### src/rtl/image_rom_reader.sv
// Image ROM read-side initiator: maps the beam position to an image ROM address,
// waits out the ROM's registered read and overlays the returned colour on the stream.
module image_rom_reader #(
  parameter int                    ADDR_WIDTH  = 20,
  parameter int                    DATA_WIDTH  = 12,
  parameter int                    IMG_WIDTH   = 1024,
  parameter int                    IMG_HEIGHT  = 768,
  parameter int                    CNT_WIDTH   = 11,
  parameter logic [DATA_WIDTH-1:0] TRANSPARENT = 12'hF0F
) (
  input  logic                  clk,
  input  logic                  rst,
  input  logic                  enable,
  input  logic [CNT_WIDTH-1:0]  x_pos,
  input  logic [CNT_WIDTH-1:0]  y_pos,
  input  logic [CNT_WIDTH-1:0]  hcount_in,
  input  logic [CNT_WIDTH-1:0]  vcount_in,
  input  logic                  hsync_in,
  input  logic                  vsync_in,
  input  logic                  hblnk_in,
  input  logic                  vblnk_in,
  input  logic [DATA_WIDTH-1:0] rgb_in,
  output logic [ADDR_WIDTH-1:0] rom_addr,
  input  logic [DATA_WIDTH-1:0] rom_data,
  output logic [CNT_WIDTH-1:0]  hcount_out,
  output logic [CNT_WIDTH-1:0]  vcount_out,
  output logic                  hsync_out,
  output logic                  vsync_out,
  output logic                  hblnk_out,
  output logic                  vblnk_out,
  output logic [DATA_WIDTH-1:0] rgb_out
);

  localparam int EXT_WIDTH = CNT_WIDTH + 1;

  typedef struct packed {
    logic [CNT_WIDTH-1:0]  hcount;
    logic [CNT_WIDTH-1:0]  vcount;
    logic                  hsync;
    logic                  vsync;
    logic                  hblnk;
    logic                  vblnk;
    logic [DATA_WIDTH-1:0] rgb;
    logic                  in_img;
  } stage_t;

  logic [CNT_WIDTH-1:0]  x_lat, y_lat;
  logic                  frame_start;
  logic [EXT_WIDTH-1:0]  x_end, y_end;
  logic                  hit_x, hit_y, in_img;
  logic [CNT_WIDTH-1:0]  dx, dy;
  logic [ADDR_WIDTH-1:0] addr_calc;
  stage_t                s1_next, s1, s2;
  logic [DATA_WIDTH-1:0] rgb_next;

  assign frame_start = (hcount_in == '0) && (vcount_in == '0);

  // Bounds use one extra bit so an image hanging past the counter range does not wrap.
  assign x_end = {1'b0, x_lat} + EXT_WIDTH'(IMG_WIDTH);
  assign y_end = {1'b0, y_lat} + EXT_WIDTH'(IMG_HEIGHT);
  assign hit_x = ({1'b0, hcount_in} >= {1'b0, x_lat}) && ({1'b0, hcount_in} < x_end);
  assign hit_y = ({1'b0, vcount_in} >= {1'b0, y_lat}) && ({1'b0, vcount_in} < y_end);
  assign in_img = enable && hit_x && hit_y;

  assign dx = hcount_in - x_lat;
  assign dy = vcount_in - y_lat;
  assign addr_calc = ADDR_WIDTH'(dy) * ADDR_WIDTH'(IMG_WIDTH) + ADDR_WIDTH'(dx);

  always_comb begin
    s1_next        = '0;
    s1_next.hcount = hcount_in;
    s1_next.vcount = vcount_in;
    s1_next.hsync  = hsync_in;
    s1_next.vsync  = vsync_in;
    s1_next.hblnk  = hblnk_in;
    s1_next.vblnk  = vblnk_in;
    s1_next.rgb    = rgb_in;
    s1_next.in_img = in_img;
  end

  // Position is only taken at frame start so a moving sprite never tears mid-frame.
  always_ff @(posedge clk) begin
    if (rst) begin
      x_lat <= '0;
      y_lat <= '0;
    end else if (frame_start) begin
      x_lat <= x_pos;
      y_lat <= y_pos;
    end
  end

  // NOTE: every clocked register uses <= so all stages sample the pre-edge values together.
  always_ff @(posedge clk) begin
    if (rst) begin
      s1       <= '0;
      s2       <= '0;
      rom_addr <= '0;
    end else begin
      s1       <= s1_next;
      s2       <= s1;
      rom_addr <= in_img ? addr_calc : '0;
    end
  end

  // rom_data here answers the address issued one cycle earlier, aligned with s2.
  always_comb begin
    rgb_next = s2.rgb;
    if (s2.hblnk || s2.vblnk) begin
      rgb_next = '0;
    end else if (s2.in_img && (rom_data != TRANSPARENT)) begin
      rgb_next = rom_data;
    end
  end

  always_ff @(posedge clk) begin
    if (rst) begin
      hcount_out <= '0;
      vcount_out <= '0;
      hsync_out  <= 1'b0;
      vsync_out  <= 1'b0;
      hblnk_out  <= 1'b0;
      vblnk_out  <= 1'b0;
      rgb_out    <= '0;
    end else begin
      hcount_out <= s2.hcount;
      vcount_out <= s2.vcount;
      hsync_out  <= s2.hsync;
      vsync_out  <= s2.vsync;
      hblnk_out  <= s2.hblnk;
      vblnk_out  <= s2.vblnk;
      rgb_out    <= rgb_next;
    end
  end

endmodule

### config.mk
export PLATFORM = sky130hd
export DESIGN_NAME = image_rom_reader
export DESIGN_NICKNAME = d
export VERILOG_FILES = /design/src/rtl/image_rom_reader.sv
export SDC_FILE = /design/constraint.sdc
export NUM_CORES = 1
export LEC_CHECK = 0
export ABC_AREA = 1
export BUFFER_PORTS_ARGS = -buffer_cell sky130_fd_sc_hd__buf_2
export CAP_MARGIN = 30
export CORE_ASPECT_RATIO = 0.5
export CORE_MARGIN = 1
export CORE_UTILIZATION = 59
export DETAILED_ROUTE_END_ITERATION = 10
export HOLD_SLACK_MARGIN = 0.02
export PLACE_DENSITY = 0.91
export SETUP_SLACK_MARGIN = 0.4
export SLEW_MARGIN = 20
export SYNTH_ARGS = -nofsm -noshare
export SYNTH_HDL_FRONTEND = slang
export SYNTH_SLANG_ARGS = --single-unit
### constraint.sdc
create_clock -name clk -period 4.2 [get_ports clk]
set_input_delay 0.84 -clock clk [delete_from_list [all_inputs] [get_ports clk]]
set_output_delay 0.84 -clock clk [all_outputs]
set_load 0.02 [all_outputs]
==> impl_summary.txt <==
----------------------------------------------------
[Placed design]
  GPL Wtd Cong ... 0.915
  Placement-stage worst setup slack ... 0.814 ns
  Half-perimeter wire length after detailed placement ... 9.97 mm
  Input/output buffers ... 132

[Global routing]
  Global-route wire length before repair ... roughly 21 mm
  Global Route met1 Usage ... 28.1%
  GR met3 Demand/Resource ... 6.05%
  Met2 Use GR ... 47.9%
  Global-route layer with the greatest usage ... met2
  Overall global routing resource usage ... 25.3%
  Number of global-route vias before repair ... 4775
  GRT overflow ... 0
  Maximum number of pins on one net before global-route repair ... between 100 and 150
  Initial antenna violation count ... 0

[Worst setup path]
  Category of the worst setup path capture point ... register
  Worst path buffer plus inverter count ... 3
  Arrival time of data at the critical path endpoint ... 3.27 ns
  Flop2flop setup slack ... about 1.5 ns
  Critical path type ... input port to register
  Critical-path cell list ... buf_2 > inv_1 > ha_1 > inv_1 > fa_1 > nand3_1 > nand3_1 > xor2_1 > ha_1 > nand2_1 > nor2_1 > nand3_1 > o21ai_0 > a21oi_2
  Slowest cell on crit path ... fa_1
  Critical path's largest stage delay ... approximately 0.44 ns
  Cell seen most often among critical-path stages ... nand3_1
  Critical path startpoint category ... input port
  Critical path data required time ... 4.48 ns
  Worst path top cell family by delay ... adder cells
  Crit-path max FO ... 4

[Logic synthesis]
  Avg Synthesized Cell Area ... 7.85 um^2
  Top cells by count, synth ... nor2_1 (167), inv_1 (163), dfxtp_1 (158), nand2_1 (98), ha_1 (30)
  Async set or reset register ratio after synthesis ... 0%
  Most area-consuming cells after synthesis ... dfxtp_1 (50%), nor2_1 (9.8%), inv_1 (9.6%)
  Nets in the synthesized netlist ... between 900 and 1000
  Yosys top cell area share ... 49.6%
  Fraction of the yosys area taken by sequential cells ... 49.6%
  Library cell with the highest instance count after synthesis ... nor2_1
  Netlist area before placement ... 6380 um^2
  Synthesized instance count ... 812
  Flip-flop and latch count after synthesis ... roughly 160
  Total of warnings raised by yosys ... 0
  Yosys top cell by area ... dfxtp_1
  Number of distinct standard cells referenced by the synthesized netlist ... 33
  Number of synthesized flops with an enable pin ... 0
  Top_reg_cell synth ... dfxtp_1

[Floorplanning]
  Die ar. ... 11300 um^2
  Height of the die ... about 76 um
  Die W ... 149 um
  Core box area ... 10300 um^2
  Number of placement rows ... 26
  Number of top-level pins ... 133
  Starting utilization of the core area ... between 60% and 70%

[Run status]
  Status ... finished clean

[Timing]
  Setup repair after global routing missed its margin ... false
  Post-route setup TNS ... 0 ns
  Number of failing hold endpoints at the final stage ... 0
  Slew Viols, Final ... 0
  Share of the cycle needed by the critical path after routing ... a little under three quarters
  Setup Viol. Count Final ... 0
  Upper clock frequency limit ... about 330 MHz
  Max transition margin ... about 36%
  Min cycle time layout ... 3.00 ns
  Worst-Margin Slew ... 0.955 ns
  Worst Skew ... 0.00541 ns
  Smallest setup slack after layout ... 1.20 ns

[Clock network]
  TritonCTS clock tree ... done
  Maximum number of buffers from clock root to sink ... 2
  # H-tree levels ... 4
  Clk pin slew, worst setup/hold paths ... 0.06 ns
  Library cell used as clock root buffer ... clkbuf_16
  Setup Fix Bufs, Post-CTS ... 0
  Source-to-sink clock delay at the later pin of the worst-skew pair ... 0.42 ns
  Sinks on Clock Net ... 158
  CTS buffer count ... 17
  Post_cts resized ... 0
  Number of hold buffers added after CTS ... 0

[Power]
  Post-route total power ... between 0.003 and 0.004 W
  Sequential group share of total power ... 45.7%
  Switch share ... 24.8%
  Static Leakage ... 3.82 nW
  Comb power frac ... 8.5%
  Pwr/cell area ... 442 nW/um^2
  Power share of the clock group ... 45.8%
  Switch Pwr ... 0.000844 W
  Peak supply drop ... 0.000280 V
  Internal power of the cells ... 0.00256 W

[Finish]
  Filler cell count ... 773
  Total area of multi-input combinational cells ... 2460 um^2
  Sequential cell area ... about 3200 um^2
  Fraction of final layout cells with drive strength greater than 1 ... 23.5%
  Antenna Cells ... 0
  Net count of the finished layout ... approximately 1000
  Area grow syn2layout ... 21.1%
  Utilization after layout ... 74.6%

[Route]
  Total Routed Length ... approximately 13 mm
  Drt initial violations ... between 200 and 300
  Vias per std cell ... about 4.7
  Detail Route Antenna Nets ... 0
  DR DRC count ... 0
  Final routed wire length divided by cell count ... between 10 and 15 um
  TritonRoute pass-1 iters ... 5
  Vias post-DR ... 5169

[Worst hold path]
  HP Class ... register to register

[Job]
  Total of max-cap violations ... 0

----------------------------------------------------
## flip-flops by register name (all words and copies together), names as in the netlist
name and count:
rgb_out 12, vcount_out 11, s2 39, hsync_out 1
hblnk_out 1, x_lat 11, rom_addr 20, y_lat 11
vsync_out 1, vblnk_out 1, hcount_out 11, s1 39
## routing by layer
metal  part of all wire (%)  vias to the layer above
li1                       -                     2693
met1                     42                     2301
met2                     49                      156
met3                    6.8                       19
met4                    1.6                        0
met5                      0                        -
## per-stage QoR
step / instance area [um^2] / cells / hold slack (ns)
after floorplan: 6380 / 812 / 0.388
after global placement: 7110 / 1062 / 0.388
after detailed placement: 7110 / 1062 / 0.393
after CTS: 7720 / 1094 / 0.399
final: 7720 / 1094 / 0.397
after global routing: 7720 / 1094 / 0.406
## tightest hold or removal path, stage by stage (launching register included)
cell     delay (ns)
dfxtp_1        0.30
inv_1          0.04
nor2_1         0.03
## cells in the final DEF, fill, tap and decap left out, types with 3 or more instances in the layout
cell	count
nor2_1	167
inv_1	163
dfxtp_1	158
buf_2	131
nand2_1	98
ha_1	30
a21oi_1	27
o21ai_0	27
nand3_1	23
clkbuf_16	17
nor2_2	16
nand2_2	13
nand4_1	11
a21oi_2	8
xor2_1	6
nand3_2	6
xnor2_1	6
inv_6	5
nor4_1	4
inv_2	4
or2_2	4
a21o_1	3
buf_4	3
## cell type report
type	count	area share (%)
sequential	158	41.0
multi-input combinational	463	31.9
timing repair buffer	134	8.79
inverter	167	8.12
clock buffer	18	5.69
tap	140	2.27
clock inverter	14	2.22
## worst paths after layout
kind                startpoint       endpoint  cells after the start
setup reg to reg      x_lat[0]   rom_addr[17]                     12
setup / recovery  hcount_in[0]   rom_addr[17]                     14
hold / removal          s2[32]  hcount_out[4]                      2
hold reg to reg         s2[32]  hcount_out[4]                      2
## cells by family (layout without fill, tap and decap cells)
family / Yosys count / after routing / share of synthesized area (%)
flops: 158 / 158 / 49.6
xor+xnor: 12 / 12 / 1.65
buf+inv: 191 / 333 / 11.7
compound gates: 71 / 71 / 6.44
fa+ha+maj: 32 / 32 / 6.51
simple gates: 348 / 348 / 24.1
## power groups by stage
stage               clock [W]  sequential (W)  combinational [W]
floorplan                   0         0.00161           0.000177
global placement            0         0.00159           0.000281
detailed placement          0         0.00159           0.000286
CTS                   0.00158         0.00156           0.000290
global route          0.00165         0.00156           0.000327
finish                0.00156         0.00156           0.000291
Note: power is estimated with default switching activity, not from simulation.
